### src/rtl/instr_ingress_fifo_if.sv
// Instruction ingress bus: HPS PIO side (strobe, data words, full status)
// and GPU decoder side (pop request, head data, valid, occupancy).
//   master : drives wrreg_in, data_a_in, data_b_in, rd_en (HPS + decoder)
//   slave  : drives wrfull_out, rd_data, rd_valid, usedw (the FIFO)
// Optional macro INGRESS_OVERFLOW_FLAG_EN adds overflow_out / overflow_clr.
interface instr_ingress_fifo_if #(
    parameter int unsigned ADDR_W = 4
);
    logic                wrreg_in;
    logic [31:0]         data_a_in;
    logic [31:0]         data_b_in;
    logic                wrfull_out;
    logic                rd_en;
    logic [63:0]         rd_data;
    logic                rd_valid;
    logic [ADDR_W:0]     usedw;
`ifdef INGRESS_OVERFLOW_FLAG_EN
    logic                overflow_out;
    logic                overflow_clr;
`endif

    modport master (
        output wrreg_in, data_a_in, data_b_in, rd_en,
`ifdef INGRESS_OVERFLOW_FLAG_EN
        output overflow_clr,
        input  overflow_out,
`endif
        input  wrfull_out, rd_data, rd_valid, usedw
    );

    modport slave (
        input  wrreg_in, data_a_in, data_b_in, rd_en,
`ifdef INGRESS_OVERFLOW_FLAG_EN
        input  overflow_clr,
        output overflow_out,
`endif
        output wrfull_out, rd_data, rd_valid, usedw
    );
endinterface

### src/rtl/instr_ingress_fifo.sv
// Instruction ingress FIFO: converts each rising edge of the HPS wrreg PIO
// into one 64-bit push {data_a, data_b} and buffers it in a first-word
// fall-through FIFO drained by the GPU instruction decoder.
// Ports:
//   clock, reset : system clock, asynchronous active-high reset
//   bus (slave)  : wrreg_in/data_a_in/data_b_in in, wrfull_out out,
//                  rd_en in, rd_data/rd_valid/usedw out
// Optional macro INGRESS_OVERFLOW_FLAG_EN: sticky overflow_out flag,
// cleared by overflow_clr.
module instr_ingress_fifo #(
    parameter int unsigned DEPTH  = 16,
    parameter int unsigned ADDR_W = 4
) (
    input  logic                clock,
    input  logic                reset,
    instr_ingress_fifo_if.slave bus
);
    localparam int unsigned CNT_W  = ADDR_W + 1;
    localparam int unsigned DATA_W = 64;
    localparam logic [CNT_W-1:0] FULL_CNT = CNT_W'(DEPTH);

    logic                wrreg_q, wrreg_d;
    logic [ADDR_W-1:0]   wr_ptr_q, wr_ptr_d;
    logic [ADDR_W-1:0]   rd_ptr_q, rd_ptr_d;
    logic [CNT_W-1:0]    count_q, count_d;
    logic [DATA_W-1:0]   mem_q [DEPTH];

    logic                push_req;
    logic                pop;
    logic                push_ok;
    logic                is_full;
    logic                is_empty;

    assign is_full  = (count_q == FULL_CNT);
    assign is_empty = (count_q == '0);

    // Next-state: edge detect, acceptance, pointer and count update
    always_comb begin
        wrreg_d  = bus.wrreg_in;
        wr_ptr_d = wr_ptr_q;
        rd_ptr_d = rd_ptr_q;
        count_d  = count_q;

        push_req = bus.wrreg_in & ~wrreg_q;
        pop      = bus.rd_en & ~is_empty;
        // A push into a full FIFO is still accepted when the head leaves this cycle
        push_ok  = push_req & (~is_full | pop);

        if (push_ok) begin
            wr_ptr_d = wr_ptr_q + ADDR_W'(1);
        end
        if (pop) begin
            rd_ptr_d = rd_ptr_q + ADDR_W'(1);
        end

        case ({push_ok, pop})
            2'b10:   count_d = count_q + CNT_W'(1);
            2'b01:   count_d = count_q - CNT_W'(1);
            default: count_d = count_q;
        endcase
    end

    // State registers; wrreg_q resets high so a strobe held through reset is not a rise
    always_ff @(posedge clock or posedge reset) begin
        if (reset) begin
            wrreg_q  <= 1'b1;
            wr_ptr_q <= '0;
            rd_ptr_q <= '0;
            count_q  <= '0;
        end else begin
            wrreg_q  <= wrreg_d;
            wr_ptr_q <= wr_ptr_d;
            rd_ptr_q <= rd_ptr_d;
            count_q  <= count_d;
        end
    end

    // Storage array, intentionally not cleared by reset
    always_ff @(posedge clock) begin
        if (push_ok) begin
            mem_q[wr_ptr_q] <= {bus.data_a_in, bus.data_b_in};
        end
    end

    assign bus.rd_data    = mem_q[rd_ptr_q];
    assign bus.rd_valid   = ~is_empty;
    assign bus.wrfull_out = is_full;
    assign bus.usedw      = count_q;

`ifdef INGRESS_OVERFLOW_FLAG_EN
    logic overflow_q, overflow_d;

    // Sticky drop flag; a new drop wins over a same-cycle clear
    always_comb begin
        overflow_d = overflow_q & ~bus.overflow_clr;
        if (push_req & ~push_ok) begin
            overflow_d = 1'b1;
        end
    end

    always_ff @(posedge clock or posedge reset) begin
        if (reset) begin
            overflow_q <= 1'b0;
        end else begin
            overflow_q <= overflow_d;
        end
    end

    assign bus.overflow_out = overflow_q;
`endif

endmodule

### src/flat_wrapper.sv
// flat-port wrapper written by rule: the top's interface ports become plain ports
module instr_ingress_fifo_flat 
#(
    parameter int unsigned DEPTH  = 16,
    parameter int unsigned ADDR_W = 4
)
  (clock, reset, bus_wrreg_in, bus_data_a_in, bus_data_b_in, bus_rd_en, bus_wrfull_out, bus_rd_data, bus_rd_valid, bus_usedw);
  instr_ingress_fifo_if #(.ADDR_W(ADDR_W)) bus_i ();
  input  logic clock;
  input  logic reset;
  input wire logic [$bits(bus_i.wrreg_in)-1:0] bus_wrreg_in;
  input wire logic [$bits(bus_i.data_a_in)-1:0] bus_data_a_in;
  input wire logic [$bits(bus_i.data_b_in)-1:0] bus_data_b_in;
  input wire logic [$bits(bus_i.rd_en)-1:0] bus_rd_en;
  output wire logic [$bits(bus_i.wrfull_out)-1:0] bus_wrfull_out;
  output wire logic [$bits(bus_i.rd_data)-1:0] bus_rd_data;
  output wire logic [$bits(bus_i.rd_valid)-1:0] bus_rd_valid;
  output wire logic [$bits(bus_i.usedw)-1:0] bus_usedw;
  assign bus_i.wrreg_in = bus_wrreg_in;
  assign bus_i.data_a_in = bus_data_a_in;
  assign bus_i.data_b_in = bus_data_b_in;
  assign bus_i.rd_en = bus_rd_en;
  assign bus_wrfull_out = bus_i.wrfull_out;
  assign bus_rd_data = bus_i.rd_data;
  assign bus_rd_valid = bus_i.rd_valid;
  assign bus_usedw = bus_i.usedw;
  instr_ingress_fifo #(.DEPTH(DEPTH), .ADDR_W(ADDR_W)) u_core (.clock(clock), .reset(reset), .bus(bus_i));
endmodule
### config.mk
export PLATFORM = sky130hd
export DESIGN_NAME = instr_ingress_fifo_flat
export DESIGN_NICKNAME = d
export VERILOG_FILES = /design/src/rtl/instr_ingress_fifo_if.sv /design/src/rtl/instr_ingress_fifo.sv /design/src/flat_wrapper.sv
export SDC_FILE = /design/constraint.sdc
export NUM_CORES = 1
export LEC_CHECK = 0
export CORE_MARGIN = 3
export CORE_UTILIZATION = 55
export DETAILED_ROUTE_END_ITERATION = 10
export PLACE_DENSITY = 0.73
export SKIP_LAST_GASP = 1
export SYNTH_ARGS = -nofsm -noshare
export SYNTH_HDL_FRONTEND = slang
export SYNTH_SLANG_ARGS = --single-unit
### constraint.sdc
create_clock -name clock -period 6.88 [get_ports clock]
set_input_delay 1.032 -clock clock [delete_from_list [all_inputs] [get_ports clock]]
set_output_delay 1.032 -clock clock [all_outputs]
set_load 0.05 [all_outputs]
### Yosys cells after proc, flatten, opt, wreduce, memory -nomap -nowiden

Memories as Yosys holds them, arrays and structs flattened.
Index checks and enable logic that the tools add are counted.
W data, S select, Z words.

| word-level totals | value |
|---|---|
| register bits after elaboration | 14 |
| bits in writable memories | 1024 |
| bits of input ports | 68 |
| output and inout bits | 71 |
| logic and storage cells | 24 |
| memories | 1 |

Memory list:

| name | depth | bits a word | read ports | clocked after Yosys merged registers in | wr ports | line | source |
|---|---|---|---|---|---|---|---|
| u_core.mem_q | 16 | 64 | 1 | 0 | 1 | instr_ingress_fifo.sv:26 | `logic [DATA_W-1:0] mem_q [DEPTH];` |

| cells by class | value |
|---|---|
| $add $sub $neg | 4 |
| eq/ne operators | 3 |
| mux-type cells | 3 |
| bitwise gates (word level) | 7 |
| reduce and logical (&&, ||, !) cells | 2 |

Operators with widths:

| kind | number |
|---|---|
| $pmux W5 S2 | 1 |
| $add A4 B1 Y4 const B | 2 |
| $add A5 B1 Y5 const B | 1 |
| $eq A5 B5 Y1 const B | 1 |
| $logic_not A5 Y1 | 1 |
| $sub A5 B1 Y5 const B | 1 |
| $and A1 B1 Y1 | 3 |
| $not A1 Y1 | 3 |
| $eq A2 B1 Y1 const B | 1 |
| $eq A2 B2 Y1 const B | 1 |
| $mux W1 | 2 |
| $reduce_bool A2 Y1 | 1 |
| $or A1 B1 Y1 | 1 |

### Longest topological paths before layout

Gate-level depths: netlist of run 1.

| depth | value |
|---|---|
| depth after elaboration | 7 |
| mapped depth | 11 |
| mapped depth without buffers | 10 |

### Least setup slack after synthesis of run 1

OpenSTA, ideal clock, no wires.

| timing | value |
|---|---|
| path kind | input-to-reg |
| start | input bus_wrreg_in |
| end | memory u_core.mem_q[3][0] (enable) |
| library setup time | 0.565 ns |
| arrival | 6.132 ns |
| required time | 6.315 ns |
| setup slack | 0.184 ns |
| stages | 6 |
| path buffers | 2 |
| cells stage by stage | nor2b_1 -> clkbuf_1 -> o21a_1 -> buf_2 -> nand2_1 -> nor3_1 |

| between the ends | value |
|---|---|
| cells in the longest elaborated chain, start to end | 4 |

RTL lines:

| what | line | source |
|---|---|---|
| from (decl) | flat_wrapper.sv:11 | `input wire logic [$bits(bus_i.wrreg_in)-1:0] bus_wrreg_in;` |
| $and A1 B1 Y1 | instr_ingress_fifo.sv:44 | `push_req = bus.wrreg_in & ~wrreg_q;` |
| $and A1 B1 Y1 | instr_ingress_fifo.sv:47 | `push_ok = push_req & (~is_full \| pop);` |
| $mux W1 | instr_ingress_fifo.sv:80 | `if (push_ok) begin` |
| $mux W1 (not written as such) | instr_ingress_fifo.sv:81 | `mem_q[wr_ptr_q] <= {bus.data_a_in, bus.data_b_in};` |
| to (decl) | instr_ingress_fifo.sv:26 |  |

No other way between the ends.

### Worst setup path after layout of run 1

| timing | value |
|---|---|
| start | register u_core.rd_ptr_q[0] |
| end | output bus_rd_data[53] |

| between the ends | value |
|---|---|
| cells in the longest elaborated chain, start to end | 1 |

RTL lines:

| what | line | source |
|---|---|---|
| from (decl) | instr_ingress_fifo.sv:24 | `logic [ADDR_W-1:0] rd_ptr_q, rd_ptr_d;` |
| from (signal assigned) | instr_ingress_fifo.sv:73 | `rd_ptr_q <= rd_ptr_d;` |
| $mem_v2 Z16 W64 | - |  |
| to (decl) | flat_wrapper.sv:16 | `output wire logic [$bits(bus_i.rd_data)-1:0] bus_rd_data;` |

No other way between the ends.

==> results of run 1 <==
-- stage by stage --
stage	cell area, µm²	util (%)	total power, mW
4_1_cts	45340	64.31	19.51
2_1_floorplan	39450	-	12.39
5_1_grt	45350	64.31	20.01
3_5_place_dp	42080	59.67	14.10
6_report	45350	64.32	19.28
3_3_place_gp	42080	59.67	14.03
-- per-layer routing --
metal	global-route usage [%]	vias to the layer above	wire [µm]	share of wire, %
met4	5.997	6	1872	2.3
met2	36.28	717	41250	51
met3	4.593	128	6069	7.4
li1	-	7104	-	-
met5	0	-	40	0.049
met1	31.88	9381	32240	40
-- how the worst max path moves through the flow --
| stage | startpoint | to | slack, ps | depth (start not counted) |
|---|---|---|---|---|
| floorplan | bus_wrreg_in | u_core.mem_q[3][0]$_DFFE_PP_ | 180 | 6 |
| global placement | u_core.rd_ptr_q[0]$_DFFE_PP0P_ | bus_rd_data[39] | 2550 | 4 |
| detailed placement | u_core.rd_ptr_q[0]$_DFFE_PP0P_ | bus_rd_data[53] | 2520 | 4 |
| CTS | u_core.rd_ptr_q[0]$_DFFE_PP0P_ | bus_rd_data[53] | 1790 | 4 |
| global route | u_core.rd_ptr_q[0]$_DFFE_PP0P_ | bus_rd_data[53] | 1680 | 4 |
| finish | u_core.rd_ptr_q[0]$_DFFE_PP0P_ | bus_rd_data[53] | 1880 | 4 |
-- state kept, by name, summed over array words and instances (netlist names) --
signal and cells:
u_core.bus.usedw 5, u_core.mem_q 1024, u_core.rd_ptr_q 4, u_core.wr_ptr_q 4, u_core.wrreg_q 1
-- power groups by stage --
| stage | Sequential (mW) | Combinational (mW) | Clock [mW] |
|---|---|---|---|
| 5_1_grt | 7.74 | 6.51 | 5.76 |
| 4_1_cts | 7.71 | 6.30 | 5.51 |
| 3_3_place_gp | 7.81 | 6.22 | 0 |
| 2_1_floorplan | 7.58 | 4.81 | 0 |
| 3_5_place_dp | 7.84 | 6.26 | 0 |
| 6_report | 7.70 | 6.18 | 5.41 |
-- cells by family after synthesis --
kind of cell    after synthesis  share of synthesized area (%)
simple gates                 53                         0.5962
xor+xnor                     10                         0.2220
buf+inv                      87                          1.373
mux                         321                          18.31
compound gates               20                         0.3616
fa+ha+maj                     9                         0.3045
flops                      1038                          78.84
-- cell usage in the layout, fill, tap and decap left out, types with 3 or more instances in the layout --
cell type        synthesis  routed
buf_4                    2      18
dfrtp_1                 13       9
clkbuf_8                 0       3
buf_12                   1      16
bufinv_16                0       9
inv_1                    8       8
a22oi_1                  3       3
ha_1                     8       8
mux4_2                 319     319
clkdlybuf4s50_1          0     138
clkinv_1                 0      19
clkbuf_16                0     105
a21oi_1                  3       3
xnor2_1                  9       9
edfxtp_1              1024    1024
nand2b_1                 5       5
nor2_4                   0      12
nor2_1                  22      10
nor3_2                   0       4
o21ai_0                  4       4
dfrtp_4                  0       4
clkinv_2                 0      19
nand2_1                 14      14
diode_2                  0       4
clkbuf_1                26      22
clkinvlp_4               0       4
-- cell type report --
cell class | count | area (µm²)
Timing Repair Buffer | 172 | 1837
Multi-Input combinational cell | 413 | 7918
Fill cell | 4418 | 25160
Clock buffer | 130 | 2751
Sequential cell | 1038 | 31120
Clock inverter | 55 | 516.7
Inverter | 8 | 30.03
Tap cell | 940 | 1176
Antenna cell | 4 | 10.01
==> flow_metrics.tcl, run 1 <==
set metrics [dict create \
    swShare_pct 31.39 \
    syn2layout_area_growth_pct 14.97 \
    yosysTopAreaCell "edfxtp_1" \
    grt_pass1_wl_um 122200 \
    die-area_um2 74980 \
    crit_family "buffers and inverters" \
    drt_pass1_iterations 5 \
    pin_count 139 \
    clkPwrFrac_pct 28.0 \
    cts_resized 0 \
    clock_latency_ps 650 \
    reg2reg_from "u_core.wrreg_q$_DFF_PP1_" \
    grt_max_degree 84 \
    gp_congestion 0.7300 \
    drc 0 \
    core_area_um2 70510 \
    ir_drop_mv 0.3816 \
    finalSetupTns_ps 0 \
    avgSynthCellArea_um2 25.65 \
    drt-initial-drc-count 1823 \
    slowest_stage "dfrtp_4" \
    fmax_ghz 0.1999 \
    cts_max_level 3 \
    synth_top_area_share_pct 77.94 \
    cts_tree "yes" \
    ant_nets 0 \
    min_to "u_core.bus.usedw[0]$_DFFE_PP0P_" \
    numCtsBuffers 101 \
    ff2ff_setup_slack_ps 3770 \
    pwr-share-comb_pct 32.0 \
    setup_violations 0 \
    synthFlopType "edfxtp_1" \
    post_drt_wl_per_cell_um 29.52 \
    hold_viol 0 \
    synth_cell_types 37 \
    synthArstFlopShare_pct 1.349 \
    path_max_fanout 56 \
    worstSetupStartpointType "flip-flop" \
    dp_cells 2571 \
    holdCritStartpoint "u_core.bus.usedw[0]$_DFFE_PP0P_" \
    cp_data_arrival_time_ps 3970 \
    seq_area_frac_synth_pct 78.84 \
    seq_power_share_pct 39.9 \
    hp-class "reg2reg" \
    vias 17336 \
    cts_setup_buffers 0 \
    worst_slew_pin_slew_ps 1095 \
    synth_commonest_cells "1024 x edfxtp_1, 319 x mux4_2, 26 x clkbuf_1" \
    critPathKind "reg2out" \
    fin_crit_ps 5002 \
    cts-root-buf "clkbuf_16" \
    relSlewSlack_pct 27.00 \
    hold_depth 1 \
    stdcell_count 2760 \
    netlist_area_um2 39450 \
    fin_crit_sh_pct 72.71 \
    rr_endpoint "u_core.mem_q[12][30]$_DFFE_PP_" \
    hold_ws_ps 582.5 \
    antenna_found_initial 7 \
    synth_nets 1615 \
    max_stage_delay_ps 920 \
    die_h_um 273.8 \
    power_switching_mw 6.053 \
    outcome "finished clean" \
    via_per_inst 6.281 \
    grt_setup_unrepaired "no" \
    p_int_mw 13.23 \
    drive_above_1_share_pct 28.63 \
    cp_data_required_time_ps 5850 \
    place_ws_ps 2516 \
    die_width_um 273.8 \
    synth_area_leaders "edfxtp_1 78%, mux4_2 18%, dfrtp_1 0.82%" \
    grt_overflow 0 \
    r2r_cells 5 \
    path_clk_slew_ps 60 \
    rows 97 \
    ctsHoldBuffers 0 \
    syn_inst 1538 \
    drt_wl_total_um 81470 \
    start_util_pct 55.95 \
    leakage_nw 14.03 \
    synth_most_common_cell "edfxtp_1" \
    powerDensity_nw_per_um2 425.2 \
    grt_usage_pct 22.45 \
    hpwl_um 39520 \
    crit_chain "buf_12 > mux4_1 > mux4_2 > clkdlybuf4s50_1" \
    slew_viol_final 0 \
    worst_clock_skew_ps 24.49 \
    nets 1811 \
    portBuffers 138 \
    ys_warn_count 0 \
    setup_slack_ps 1878 \
    cts_buffer_depth 3 \
    cp-end-kind "output pin" \
    grt_pass1_vias 18230 \
    cap_violations 0 \
    ys_seq_elements 1038 \
    clock_sinks 1038 \
    timing.critical_path.buf_inv 2 \
    synth_edf_count 1024 \
]
No activity file was read; power rests on OpenSTA's default activity.
==> inputs of run 2 (changes only) <==
Settings changed: PLACE_DENSITY 0.73 to 0.76.
Clock period 6.88 ns to 4.5 ns, I/O delays scaled along.
==> run 2 against run 1 <==
Core utilization up 0.39 points. Worst hold slack worse by 150 ps. Register-to-register slack lost 2300 ps. Routed wire length increased by 2.2%. Non-clock buffer count rose by 26. Clock power rose by 52%.
==> flow_metrics.tcl, run 2 (synthesized netlist as in run 1, its figures left out) <==
set metrics [dict create \
    grt_pass1_vias 18549 \
    core_area_um2 70510 \
    dp_cells 2591 \
    ant_nets 0 \
    nets 1835 \
    die_width_um 273.8 \
    grtUsageMet1_pct 32.08 \
    fin_crit_ps 4253 \
    portBuffers 138 \
    power_switching_mw 9.277 \
    swShare_pct 31.30 \
    post_drt_wl_per_cell_um 29.89 \
    cts_buffer_depth 3 \
    grt_pass1_wl_um 124200 \
    busiest_layer "met2" \
    grt_usage_pct 22.98 \
    crit_family "buffers and inverters" \
    drc 0 \
    drive_above_1_share_pct 30.51 \
    timing.critical_path.buf_inv 3 \
    worstSetupStartpointType "flip-flop" \
    path_max_fanout 13 \
    grt.met2_usage_pct 37.26 \
    setup_violations 0 \
    p_int_mw 20.36 \
    pwr-share-comb_pct 33.4 \
    gp_congestion 0.7394 \
    clkPwrFrac_pct 27.7 \
    drt_pass1_iterations 5 \
    hpwl_um 41710 \
    cap_violations 0 \
    slew_viol_final 0 \
    drt-initial-drc-count 1688 \
    hp-class "in2async" \
    leakage_nw 14.21 \
    grt_setup_unrepaired "no" \
    place_ws_ps 730.0 \
    ir_drop_mv 0.4985 \
    cp-end-kind "output pin" \
    fmax_ghz 0.2351 \
    rows 97 \
    setup_slack_ps 247.2 \
    top_register "u_core.mem_q" \
    worst_slew_pin_slew_ps 727.9 \
    start_util_pct 55.95 \
    cts_max_level 3 \
    fin_crit_sh_pct 94.51 \
    pin_count 139 \
    via_per_inst 6.346 \
    die-area_um2 74980 \
    clock_sinks 1038 \
    vias 17668 \
    antenna_found_initial 8 \
    seq_power_share_pct 38.9 \
    syn2layout_area_growth_pct 15.67 \
    die_h_um 273.8 \
    drt_wl_total_um 83220 \
    cp_data_arrival_time_ps 3580 \
    outcome "finished clean" \
    powerDensity_nw_per_um2 649.5 \
    grt_overflow 0 \
    path_clk_slew_ps 60 \
    cts_tree "yes" \
    worst_clock_skew_ps 17.52 \
    stdcell_count 2784 \
    grt_max_degree 71 \
    relSlewSlack_pct 51.48 \
    hold_viol 0 \
    crit_chain "buf_4 > buf_4 > mux4_2 > mux4_2 > clkdlybuf4s50_1" \
    cts-root-buf "clkbuf_16" \
    slowest_stage "clkdlybuf4s50_1" \
    max_stage_delay_ps 780 \
    final_cell_mix "1024 x edfxtp_1, 319 x mux4_2, 130 x clkdlybuf4s50_1, 101 x clkbuf_16, 44 x buf_4" \
    clock_latency_ps 650 \
    numCtsBuffers 99 \
    largest_reg_flops 1024 \
    grtUsageMet3_pct 4.759 \
    cp_data_required_time_ps 3830 \
    layout_commonest_cell "edfxtp_1" \
    critPathKind "reg2out" \
]
-- run 2: worst paths after layout --
kind	startpoint	to	slack (ps)	cells after the start
min in group clock	bus_wrreg_in	u_core.wrreg_q$_DFF_PP1_	500	1
max in group asynchronous	reset	u_core.rd_ptr_q[3]$_DFFE_PP0P_	3580	2
worst max-delay path	u_core.rd_ptr_q[0]$_DFFE_PP0P_	bus_rd_data[3]	250	5
worst min-delay path	reset	u_core.bus.usedw[1]$_DFFE_PP0P_	430	2
worst max register to register	u_core.bus.usedw[1]$_DFFE_PP0P_	u_core.bus.usedw[4]$_DFFE_PP0P_	1480	9
worst min register to register	u_core.bus.usedw[0]$_DFFE_PP0P_	u_core.bus.usedw[0]$_DFFE_PP0P_	580	1
-- run 2: worst register-to-register path, stage by stage (launching register included) --
cell	delay [ps]
dfrtp_1	450
or4_1	700
o21ai_4	290
nor2_1	170
ha_1	370
nand2b_1	130
nand2b_1	70
a211o_1	290
mux2_2	260
a21o_1	170
-- run 2: cell type report --
class                      instances  area (µm²)
tap                              940        1176
multi-input combinational        413        7943
sequential                      1038       31120
clock inverter                    64       623.1
timing repair buffer             198        2120
inverter                           8       30.03
antenna                            5       12.51
clock buffer                     118        2611
fill                            4368       24880
-- run 2: what timing repair did --
action,in CTS,in global routing
gates resized for setup,0,1
hold buffers,0,0
endpoints found under the setup margin,0,31
setup buffers,0,6
-- run 2: power by group through the flow --
stage / Clock, mW / Combinational (mW) / Sequential [mW]
floorplan: 0 / 7.36 / 11.6
global placement: 0 / 9.83 / 11.7
detailed placement: 0 / 9.90 / 11.8
CTS: 8.37 / 10.0 / 11.6
global route: 8.74 / 10.4 / 11.6
finish: 8.22 / 9.89 / 11.5
-- run 2: metrics by stage --
step	util (%)	TNS [ps]	power (mW)	instance area [µm²]	hold WS (ps)
after detailed placement	60.03	0	21.65	42330	575.4
after global routing	64.71	0	30.72	45630	457.7
after CTS	64.62	0	29.93	45570	417.4
final	64.71	0	29.64	45630	429.2
after global placement	60.03	0	21.54	42330	564.7
after floorplan	-	-53070	18.93	39480	542.6
-- run 2: routing by layer --
layer | vias up | part of all wire, %
li1 | 7160 | -
met1 | 9573 | 39
met2 | 785 | 51
met3 | 144 | 7.5
met4 | 6 | 2.5
met5 | - | 0.055
